--- config.mk ---
export PLATFORM = sky130hd
export DESIGN_NAME = irdy_trdy_fifo
export DESIGN_NICKNAME = d
export VERILOG_FILES = /design/src/rtl/irdy_trdy_fifo.sv
export SDC_FILE = /design/constraint.sdc
export NUM_CORES = 1
export LEC_CHECK = 0
export BUFFER_PORTS_ARGS = -buffer_cell sky130_fd_sc_hd__buf_2
export CAP_MARGIN = 5
export CORE_UTILIZATION = 58
export CTS_CLUSTER_SIZE = 28
export DETAILED_ROUTE_END_ITERATION = 10
export GPL_ROUTABILITY_DRIVEN = 0
export PLACE_DENSITY = 0.78
export SYNTH_ARGS = -nofsm -noshare
export SYNTH_HDL_FRONTEND = slang
export SYNTH_SLANG_ARGS = --single-unit
--- constraint.sdc ---
create_clock -name clk -period 2.6 [get_ports clk]
set_input_delay 0 -clock clk [delete_from_list [all_inputs] [get_ports clk]]
set_output_delay 0 -clock clk [all_outputs]
set_load 0.01 [all_outputs]
--- src/rtl/irdy_trdy_fifo.sv ---
// Circular-buffer FIFO with irdy/trdy handshakes on both sides; any depth >= 2.
// Latency: first-word fall-through, a write is visible on data_out the next cycle. Backpressure: f2p_trdy drops only when full.
module irdy_trdy_fifo #(
    parameter int  SIZE      = 8,
    parameter int  T_SIZE    = 3,
    parameter type T         = logic [T_SIZE-1:0],
    parameter int  LOG_SIZE  = $clog2(SIZE),
    parameter int  AF_THRESH = SIZE - 1
) (
    input  logic                clk,
    input  logic                rst,
    input  logic                p2f_irdy,
    input  T                    data_in,
    output logic                f2p_trdy,
    output logic                f2c_irdy,
    output T                    data_out,
    input  logic                c2f_trdy,
    output logic [LOG_SIZE:0]   occupancy,
    output logic                almost_full
);

    localparam logic [LOG_SIZE-1:0] LAST_IDX = LOG_SIZE'(SIZE - 1);
    localparam logic [LOG_SIZE:0]   SIZE_W   = (LOG_SIZE + 1)'(SIZE);
    localparam logic [LOG_SIZE:0]   AF_W     = (LOG_SIZE + 1)'(AF_THRESH);

    T                    Q [0:SIZE-1];
    logic [LOG_SIZE-1:0] rd_ptr;
    logic [LOG_SIZE-1:0] wr_ptr;
    logic                wrap;
    logic                enq;
    logic                deq;
    logic                full;
    logic                empty;
    logic                wr_last;
    logic                rd_last;

    // Equal pointers are disambiguated by the wrap bit: set means the writer is a lap ahead.
    assign full    = (rd_ptr == wr_ptr) && wrap;
    assign empty   = (rd_ptr == wr_ptr) && !wrap;
    assign f2p_trdy = !full;
    assign f2c_irdy = !empty;
    assign enq     = p2f_irdy && f2p_trdy;
    assign deq     = f2c_irdy && c2f_trdy;
    assign wr_last = (wr_ptr == LAST_IDX);
    assign rd_last = (rd_ptr == LAST_IDX);

    assign data_out = Q[rd_ptr];

    assign occupancy = wrap ? (SIZE_W - {1'b0, rd_ptr} + {1'b0, wr_ptr})
                            : ({1'b0, wr_ptr} - {1'b0, rd_ptr});
    assign almost_full = (occupancy >= AF_W);

    always_ff @(posedge clk) begin
        if (rst) begin
            rd_ptr <= '0;
            wr_ptr <= '0;
            wrap   <= 1'b0;
            for (int i = 0; i < SIZE; i++) begin
                Q[i] <= '0;
            end
        end else begin
            if (enq) begin
                Q[wr_ptr] <= data_in;
                wr_ptr    <= wr_last ? '0 : wr_ptr + 1'b1;
            end
            if (deq) begin
                rd_ptr <= rd_last ? '0 : rd_ptr + 1'b1;
            end
            // Both pointers wrapping together leaves the lap difference unchanged.
            if ((enq && wr_last) != (deq && rd_last)) begin
                wrap <= ~wrap;
            end
        end
    end

endmodule
==> impl_metrics.toml <==
[worst_setup_path]
slowest_delay_ns = 0.50
r2r_slack_ns = 0.37
worstSetupPathDepth = 6
crit_type = "reg -> reg"
crit_fanout = 6
cp_top_family = "simple AND/OR/NAND/NOR gates"
critPathBufInv = 1
startpoint_type = "flip-flop"
critPathArrivalTime_ns = 2.21
crit_required_ns = 2.58
worstPathCellList = "inv_1 -> ha_1 -> nand4_2 -> and2_1 -> nand2_1 -> o31ai_1"
r2r-end = "Q[6][0]"
cp_slowest_cell = "o31ai_1"
worstSetupEndpointType = "flip-flop"
reg2regPathDepth = 6
timing.rr.start = "rd_ptr[2]"

[worst_hold_path]
hp-start = "p2f_irdy"
worstHoldEndpoint = "wr_ptr[2]"
holdPathStages = 4
hp-class = "in -> reg"

[floorplanning]
core.rowCount = 19
start_util = 0.626
dieArea_sq_mm = 0.00325
num_io_pins = 17
die_h_microns = 57.0
dieWidth_microns = 57.0
core_sq_mm = 0.00281

[power_and_ir_drop]
power_density_mw_per_mm2 = 588
leakagePower_nw = 0.762
vdd_drop_max_mv = 0.343

[timing]
rsz0062_at_grt = "false"
fmax_ghz = 0.448
min_period_ns = 2.23
worst_pin_slew_ns = 0.548
setup_violations = 0
finalSetupTns_ns = 0
finalCritPeriodShare = 0.859
setup_ws_ns = 0.365
slew_headroom = 0.632
clock-skew-final_ns = 0.00699
drv_slew = 0
hold_viol_final = 0

[final_layout]
layout_common_cells = "nor2_1 (26), edfxtp_1 (24), nand2_1 (18)"
final_common_cell = "nor2_1"
final_area_sq_mm = 0.00192
drive_above_1_share = 0.197
fin_nets = 187
areaGrowthSynthToFinish_pct = 9.40
antenna_cells = 0

[synthesis]
synth_fp_nets = 168
synthCells = 153
synthFlopType = "edfxtp_1"
async_flop_share = 0
ys_seq_area_frac = 0.524
synth-seq-cells = 34
synth_cell_types = 37
yosys_warnings = 0
synth_edf_count = 24
syn-cell-area_sq_mm = 0.00176
avgSynthCellArea_sq_um = 11.5

[job]
drv_cap = 0

[clock_tree]
clock_insertion_delay_worst_skew_ns = 0.33
cts_tree = "built"
htree_levels = 2
clkTransAtPathRegs_ns = 0.10
clockBufferDepth = 2
cts.sinks = 34
root_buffer = "clkbuf_4"
cts_inserted_buffers = 5

[placed_design]
port_buffers = 16
place_hpwl_microns = 2620
pre_cts_slack_ns = 0.409
place_area_sq_mm = 0.00185

[detailed_routing]
totalWireLength_microns = 3370
drt-initial-drc-count = 38
routedWlPerCell_microns = 16.5
first_pass_iters = 7
ant_nets = 0
vias_per_cell = 6.14
vias = 1252
drc = 2

[grt]
grt_pass1_vias = 1222
grt-ovfl-total = 0
grt_pass1_wl_microns = 5690
antenna_found_initial = 0
grt_max_degree = 12
grt_util_all_layers = 0.237

[status]
violations = "DRC"
status = "finished with violations"
-- final cells by class --
| cell class | instances | area [sq um] |
|---|---|---|
| clock buffer | 7 | 55.1 |
| clock inverter | 1 | 5.00 |
| fill | 227 | 883 |
| inverter | 8 | 30.0 |
| multi-input combinational | 104 | 767 |
| sequential | 34 | 921 |
| tap | 31 | 38.8 |
| timing repair buffer | 19 | 105 |
-- power breakdown --
| group | leakage (nW) | internal [W] | switching (W) | total [W] |
|---|---|---|---|---|
| combinational | 0.395 | 0.0000992 | 0.000109 | 0.000208 |
| sequential | 0.331 | 0.000605 | 0.0000183 | 0.000623 |
| clock | 0.0353 | 0.000131 | 0.000168 | 0.000298 |
| total | 0.762 | 0.000835 | 0.000295 | 0.00113 |
-- per-layer routing --
metal / vias to the layer above / wire, microns / GRT usage
met5: - / 0 / 0
met4: 0 / 44 / 0.0732
met3: 5 / 179 / 0.0658
met2: 34 / 1640 / 0.393
met1: 617 / 1510 / 0.306
li1: 596 / - / -
-- worst max-delay path by stage --
stage,startpoint,to,slack [ns]
floorplan,wr_ptr[0],Q[4][0],0.34
global placement,rd_ptr[1],Q[7][0],0.58
detailed placement,rd_ptr[2],Q[6][0],0.41
CTS,rd_ptr[2],Q[6][1],0.39
global route,wr_ptr[0],almost_full,0.22
finish,rd_ptr[2],Q[6][0],0.37
-- flip-flops by register name (all words and copies together), names as in the netlist, named ones only --
register  count
Q            24
wrap          1
rd_ptr        3
wr_ptr        3
-- cell families after synthesis --
| kind of cell | Yosys count | synth area share |
|---|---|---|
| xor+xnor | 2 | 0.00997 |
| mux | 11 | 0.121 |
| fa+ha+maj | 8 | 0.0613 |
| simple gates | 63 | 0.168 |
| flops | 34 | 0.524 |
| buf+inv | 15 | 0.0392 |
| compound gates | 20 | 0.0762 |
-- repair_timing --
action	in CTS	in global routing
buffers inserted	0	0
resized for setup	0	0
endpoints found under the hold margin	7	0
hold buffers	1	0
-- worst min-delay path, cell delays in order --
cell,delay [ns]
buf_2,0.11
nand2_1,0.10
nand2_1,0.09
a21oi_1,0.06
-- cells in the mapped netlist (all sizes together) (2+ instances only) --
cell | number | area, sq um
nand2 | 18 | 67.6
dfxtp | 10 | 200
o31ai | 4 | 30.0
a21oi | 6 | 30.0
a21o | 2 | 16.3
edfxtp | 24 | 721
clkbuf | 2 | 7.51
or3 | 2 | 12.5
buf | 5 | 31.3
nand3 | 8 | 40.0
ha | 7 | 87.6
o21ai | 2 | 10.0
inv | 7 | 26.3
mux2 | 4 | 45.0
xnor2 | 2 | 17.5
nor2 | 26 | 97.6
a31o | 2 | 17.5
mux4 | 6 | 158
-- metrics by stage --
| stage | utilization | total power [W] | hold slack, ns | std cells |
|---|---|---|---|---|
| 5_1_grt | 0.685 | 0.00118 | 0.0724 | 204 |
| 3_3_place_gp | 0.660 | 0.000837 | 0.317 | 195 |
| 2_1_floorplan | - | 0.000784 | 0.229 | 153 |
| 3_5_place_dp | 0.660 | 0.000842 | 0.320 | 195 |
| 4_1_cts | 0.685 | 0.00114 | 0.0453 | 204 |
| 6_report | 0.685 | 0.00113 | 0.0565 | 204 |
Power figures use the tool's default switching activity.
